### config.mk
export PLATFORM = sky130hd
export DESIGN_NAME = mul_issue_arbiter
export DESIGN_NICKNAME = d
export VERILOG_FILES = /design/src/rtl/mul_issue_arbiter.sv
export SDC_FILE = /design/constraint.sdc
export NUM_CORES = 1
export LEC_CHECK = 0
export ABC_AREA = 1
export BUFFER_PORTS_ARGS = -buffer_cell sky130_fd_sc_hd__buf_2
export CAP_MARGIN = 20
export CORE_AREA = 3 3 185 187
export CTS_CLUSTER_SIZE = 16
export DETAILED_ROUTE_END_ITERATION = 8
export DIE_AREA = 0 0 188 190
export GPL_ROUTABILITY_DRIVEN = 0
export PLACE_DENSITY = 0.43
export SYNTH_ARGS = -nofsm -noshare
export SYNTH_HDL_FRONTEND = slang
export SYNTH_SLANG_ARGS = --single-unit
### constraint.sdc
create_clock -name clk -period 2.6 [get_ports clk]
set_input_delay 0.13 -clock clk [delete_from_list [all_inputs] [get_ports clk]]
set_output_delay 0.13 -clock clk [all_outputs]
set_load 0.02 [all_outputs]
### src/rtl/mul_issue_arbiter.sv
// mul_issue_arbiter: round-robin issue of operand requests from NREQ
// requesters into one shared in-order pipelined multiplier, with an ID FIFO
// that steers each returning product back to the requester that issued it.
// Issue is capped at DEPTH operations in flight so the ID FIFO never overflows.
module mul_issue_arbiter #(
    parameter int NREQ  = 4,
    parameter int DEPTH = 8,
    parameter int IDW   = $clog2(NREQ)
) (
    input  logic                       clk,
    input  logic                       rst_n,
    // requester operand side
    input  logic [NREQ-1:0]            req_valid_i,
    output logic [NREQ-1:0]            req_ready_o,
    input  logic [NREQ*32-1:0]         req_a_i,
    input  logic [NREQ*32-1:0]         req_b_i,
    // multiplier operand side
    output logic                       mul_valid_o,
    input  logic                       mul_ready_i,
    output logic [31:0]                mul_a_o,
    output logic [31:0]                mul_b_o,
    // multiplier product side
    input  logic                       mul_valid_i,
    output logic                       mul_ready_o,
    input  logic [63:0]                mul_p_i,
    // requester product side
    output logic [NREQ-1:0]            rsp_valid_o,
    input  logic [NREQ-1:0]            rsp_ready_i,
    output logic [63:0]                rsp_p_o,
    // status
    output logic [$clog2(DEPTH):0]     inflight_o,
    output logic                       err_o
);

    localparam int AW = $clog2(DEPTH);   // ID FIFO address width
    localparam int CW = AW + 1;          // pointer width, extra wrap bit

    logic [IDW-1:0] rr_ptr;
    logic [IDW-1:0] winner;
    logic [IDW:0]   scan_idx;
    logic           win_found;
    logic [31:0]    win_a;
    logic [31:0]    win_b;
    logic           load;

    logic [IDW-1:0] id_mem [DEPTH];
    logic [CW-1:0]  wr_ptr;
    logic [CW-1:0]  rd_ptr;
    logic           fifo_empty;
    logic [IDW-1:0] head_id;
    logic           pop;

    // Round-robin scan: first valid requester starting at rr_ptr, with wrap.
    // NOTE: every combinational output gets a default before any branch so no latch is inferred.
    always_comb begin
        winner    = '0;
        win_found = 1'b0;
        scan_idx  = '0;
        for (int i = 0; i < NREQ; i++) begin
            scan_idx = {1'b0, rr_ptr} + (IDW+1)'(i);
            if (scan_idx >= (IDW+1)'(NREQ)) begin
                scan_idx = scan_idx - (IDW+1)'(NREQ);
            end
            if (!win_found && req_valid_i[scan_idx[IDW-1:0]]) begin
                winner    = scan_idx[IDW-1:0];
                win_found = 1'b1;
            end
        end
    end

    // Select the winning requester's operands from the packed buses.
    always_comb begin
        win_a = '0;
        win_b = '0;
        for (int k = 0; k < NREQ; k++) begin
            if (winner == IDW'(k)) begin
                win_a = req_a_i[32*k +: 32];
                win_b = req_b_i[32*k +: 32];
            end
        end
    end

    // A new operand pair loads when the issue register is free or draining,
    // the in-flight cap is not reached, and someone is asking. A same-cycle
    // pop deliberately does not relax the cap.
    assign load = (!mul_valid_o || mul_ready_i)
                  && (inflight_o < CW'(DEPTH))
                  && (|req_valid_i);

    // Grant is one-hot on the winner, only in a load cycle.
    always_comb begin
        req_ready_o = '0;
        for (int k = 0; k < NREQ; k++) begin
            req_ready_o[k] = load && (winner == IDW'(k));
        end
    end

    // Issue register: capture the winner on load, retire when the multiplier takes it.
    // NOTE: sequential state uses non-blocking assignments so all registers update from pre-edge values.
    always_ff @(posedge clk or negedge rst_n) begin
        if (!rst_n) begin
            mul_valid_o <= 1'b0;
            mul_a_o     <= '0;
            mul_b_o     <= '0;
        end else if (load) begin
            mul_valid_o <= 1'b1;
            mul_a_o     <= win_a;
            mul_b_o     <= win_b;
        end else if (mul_ready_i) begin
            mul_valid_o <= 1'b0;
        end
    end

    // Round-robin pointer moves just past the requester that was granted.
    always_ff @(posedge clk or negedge rst_n) begin
        if (!rst_n) begin
            rr_ptr <= '0;
        end else if (load) begin
            rr_ptr <= (winner == IDW'(NREQ-1)) ? '0 : winner + 1'b1;
        end
    end

    // ID FIFO storage: record which requester owns each issued operation.
    // NOTE: the storage array has no reset; the pointers alone define which entries are live.
    always_ff @(posedge clk) begin
        if (load) begin
            id_mem[wr_ptr[AW-1:0]] <= winner;
        end
    end

    // ID FIFO pointers; push on issue, pop when a product is handed back.
    always_ff @(posedge clk or negedge rst_n) begin
        if (!rst_n) begin
            wr_ptr <= '0;
            rd_ptr <= '0;
        end else begin
            if (load) begin
                wr_ptr <= wr_ptr + 1'b1;
            end
            if (pop) begin
                rd_ptr <= rd_ptr + 1'b1;
            end
        end
    end

    assign inflight_o = wr_ptr - rd_ptr;
    assign fifo_empty = (wr_ptr == rd_ptr);
    assign head_id    = id_mem[rd_ptr[AW-1:0]];
    assign rsp_p_o    = mul_p_i;

    // Return steering: the FIFO head owns the product currently at the
    // multiplier output; a product with no owner is swallowed.
    always_comb begin
        rsp_valid_o = '0;
        mul_ready_o = 1'b0;
        if (!fifo_empty) begin
            rsp_valid_o[head_id] = mul_valid_i;
            mul_ready_o          = rsp_ready_i[head_id];
        end else begin
            mul_ready_o = mul_valid_i;
        end
    end

    assign pop = mul_valid_i && mul_ready_o && !fifo_empty;

    // Sticky error: a product arrived that no issued operation accounts for.
    always_ff @(posedge clk or negedge rst_n) begin
        if (!rst_n) begin
            err_o <= 1'b0;
        end else if (mul_valid_i && fifo_empty) begin
            err_o <= 1'b1;
        end
    end

endmodule
==> parameters.txt <==
Parameter                              Value

Run status
  Status    finished with violations
  Violations in the final reports    setup timing

Cells and area
  Number of fill cells in the layout    around 3600
  Fraction of layout instances using a drive strength above 1    0.427
  Syn-to-layout area delta    48.5%
  Combined flip-flop and latch cell area    2380 µm²
  Fin nets    1581
  Multi-input logic area    ~3500 µm²
  Cell Count, Final, Fillers Out    1689

Clock tree
  Longest Clk Path Bufs    2
  CTS Sinks    92
  Clock buffers created by TritonCTS    9
  TritonCTS clock tree    built
  Worst-Skew Late Latency    0.37 ns
  Clock transition at the registers of the reported paths    roughly 0.070 ns
  H-tree levels    3
  Library cell used as clock root buffer    sky130_fd_sc_hd__clkbuf_16

Die
  Area of the core    32600 µm²
  Row count    66
  I/O pin cnt    approximately 480
  Total Die Area    35700 µm²
  Starting Density    0.199
  Die height    190 µm
  X dimension of the die    about 190 µm

Routing
  Count of vias placed by the detailed router    7428
  DRT antenna net count    0
  Total DRC errors in the routed layout    0
  Number of violations reported at the end of detailed-routing iteration 0    297
  Number of detailed-route iterations in the first pass    4
  Via-per-instance ratio    4.40
  Average detailed-routed wire length per instance    18.1 µm
  Wire length reported by the detailed router    30500 µm

Logic synthesis
  Fraction of the yosys area taken by sequential cells    0.367
  Number of instances in the synthesized netlist    934
  Ranking of synthesized cells by area    sky130_fd_sc_hd__dfrtp_1 29%, sky130_fd_sc_hd__nand2_1 16%, sky130_fd_sc_hd__o21ai_0 14%, sky130_fd_sc_hd__buf_4 7.6%, sky130_fd_sc_hd__edfxtp_1 7.4%
  Syn. warnings    0
  Portion of synthesized cell area occupied by the leading cell type    0.293
  Mean Syn Cell Area    between 6 and 7 µm²
  Post-synth ARST share    0.826
  Number of enable flip-flop cells after synthesis    16
  Main synth FF type    sky130_fd_sc_hd__dfrtp_1
  Most frequent cells after synthesis    268 x sky130_fd_sc_hd__nand2_1, 182 x sky130_fd_sc_hd__o21ai_0, 82 x sky130_fd_sc_hd__nand3_1, 76 x sky130_fd_sc_hd__dfrtp_1, 66 x sky130_fd_sc_hd__buf_4
  Most common cell in the synthesized netlist    sky130_fd_sc_hd__nand2_1
  Top cell type by total area after synthesis    sky130_fd_sc_hd__dfrtp_1
  Count of distinct cell types in the synthesized netlist    28
  Yosys reg bits    92
  Post-synth design cell area    roughly 6500 µm²
  Mapped Nets    around 1300

Critical path
  Stage delay of the slowest cell on the critical path    ~0.46 ns
  List of cells traversed by the critical path    buf_6 -> o21ai_4 -> nand2_2 -> buf_4 -> buf_4 -> nand2_1 -> nand3_2 -> o21ai_4 -> buf_6 -> ha_4 -> inv_4 -> buf_12 -> buf_12 -> nor2_4 -> buf_6
  Reg2Reg Capture Point    mul_a_o[26]$_DFFE_PN0P_
  Reg2Reg Setup Slack    -0.07 ns
  Worst reg2reg path startpoint    rr_ptr[0]$_DFFE_PN0P_
  Sort of element at the start of the critical path    flop
  Setup crit end kind    primary output
  Type of the worst setup path    flop to primary output
  Worst r2r path cells    20
  Worst path required time    roughly 2.5 ns
  Bufs and invs on worst path    8
  Family with the most delay on the worst path    buffers and inverters
  Maximum fanout along the worst path    6
  Most frequent cell on the critical path    sky130_fd_sc_hd__buf_6
  Arrival time of data at the critical path endpoint    2.56 ns
  Crit-path slowest cell    sky130_fd_sc_hd__dfrtp_2

Timing
  Setup slack of the critical path after layout    -0.0859 ns
  Final period utilization    1.03
  Max-slew violation count    0
  Max Clock Freq    372 MHz
  Slew HR    0.497
  Unrepaired setup endpoints after global routing    true
  Final number of setup-violating endpoints    21
  Clock skew after layout    0.0120 ns
  Final critical path time including I/O delays and setup    2.69 ns
  Number of hold-slack violations in the final timing report    0
  Sum Neg Setup Slack    -0.780 ns
  Transition at the pin with the smallest max-transition slack    0.754 ns

GRT
  Total Routing Usage GR    0.165
  Antenna violations before repair    11
  Number of global-route vias before repair    7418
  Wire length of the first global-routing pass    44800 µm
  Largest net degree at the start of global routing    80
  GR Overflow Total    0

Worst hold path
  Startpoint of the tightest hold check path    req_a_i[119]
  Hold Path End    mul_a_o[23]$_DFFE_PN0P_
  Worst min-delay path category    input port to flop
  Hold Path Cell Cnt    3

Placement
  Detail Placement HPWL    24000 µm
  Number of buffers inserted by port buffering    346
  Post-placement cell count    roughly 1600

Flow run
  Max-cap violations    0
==> area by class of cell <==
class / instances / area share
clock buffers: 9 / 0.0234
repair buffers: 425 / 0.280
diodes: 3 / 0.000779
multi-input cells: 668 / 0.364
well taps: 442 / 0.0574
clock inverters: 7 / 0.0101
flip-flops and latches: 92 / 0.247
inverters: 43 / 0.0175
==> layer usage <==
| layer | vias to the layer above | GRT usage | part of all wire |
|---|---|---|---|
| li1 | 3661 | - | - |
| met1 | 3420 | 0.192 | 0.41 |
| met2 | 292 | 0.288 | 0.50 |
| met3 | 39 | 0.0549 | 0.076 |
| met4 | 16 | 0.0479 | 0.015 |
| met5 | - | 0 | 0.0034 |
==> cells by family after synthesis <==
| logic type | after synthesis | synth area share |
|---|---|---|
| compound gates | 268 | 0.209 |
| xor+xnor | 9 | 0.0122 |
| flops | 92 | 0.367 |
| fa+ha+maj | 10 | 0.0204 |
| simple gates | 381 | 0.242 |
| buf+inv | 174 | 0.149 |
==> through the flow <==
stage          cell area [µm²]   util  hold slack (ns)  worst slack [ns]
2_1_floorplan             6490      -           -0.166           -0.0196
3_3_place_gp              8620  0.264            0.260            -0.220
3_5_place_dp              8620  0.264            0.257            -0.251
4_1_cts                   9340  0.286           0.0280           -0.0537
5_1_grt                   9630  0.295           0.0346            -0.262
6_report                  9630  0.295           0.0241           -0.0859
==> tightest hold or removal path, delay by kind of cell <==
kind,cells,cell delay (ns)
AO/OA/AOI/OAI,2,0.15
buffers and inverters,1,0.07
==> placed cells by master (no fill, tap or decap), types with 12 or more instances in the layout <==
master / n
sky130_fd_sc_hd__nand3_1: 71
sky130_fd_sc_hd__a21oi_2: 17
sky130_fd_sc_hd__nor2_1: 12
sky130_fd_sc_hd__nand2_1: 256
sky130_fd_sc_hd__a21oi_1: 46
sky130_fd_sc_hd__o21ai_2: 22
sky130_fd_sc_hd__o21ai_0: 114
sky130_fd_sc_hd__inv_1: 32
sky130_fd_sc_hd__edfxtp_1: 16
sky130_fd_sc_hd__nand3_2: 12
sky130_fd_sc_hd__buf_6: 18
sky130_fd_sc_hd__buf_2: 341
sky130_fd_sc_hd__dfrtp_1: 75
sky130_fd_sc_hd__buf_12: 21
sky130_fd_sc_hd__buf_4: 40
sky130_fd_sc_hd__o21ai_1: 64
==> repair_timing <==
item	CTS	global route
pin swaps	15	38
setup buffers	25	2
hold buffers	2	0
endpoints found under the hold margin	46	0
endpoints found under the setup margin	68	68
cloned	0	0
gates resized for setup	64	126
==> flip-flops by register name, indices dropped and copies added (netlist names) <==
| register | count |
|---|---|
| err_o | 1 |
| mul_valid_o | 1 |
| wr_ptr | 4 |
| rd_ptr | 4 |
| mul_b_o | 32 |
| id_mem | 16 |
| rr_ptr | 2 |
| mul_a_o | 32 |
==> worst max path at each step <==
stage / startpoint / end / slack [ns] / cells past startpoint
4_1_cts: rr_ptr[0]$_DFFE_PN0P_ / req_ready_o[1] / -0.05 / 16
5_1_grt: rr_ptr[0]$_DFFE_PN0P_ / mul_b_o[24]$_DFFE_PN0P_ / -0.26 / 20
2_1_floorplan: rr_ptr[0]$_DFFE_PN0P_ / mul_a_o[1]$_DFFE_PN0P_ / -0.02 / 16
6_report: rr_ptr[0]$_DFFE_PN0P_ / req_ready_o[1] / -0.09 / 15
3_5_place_dp: rr_ptr[0]$_DFFE_PN0P_ / mul_b_o[23]$_DFFE_PN0P_ / -0.25 / 19
3_3_place_gp: rr_ptr[0]$_DFFE_PN0P_ / mul_b_o[23]$_DFFE_PN0P_ / -0.22 / 17
Power is left out: the tool's default activity adds up to more than one toggle a clock period on the data nets, which glitch-free logic cannot reach.
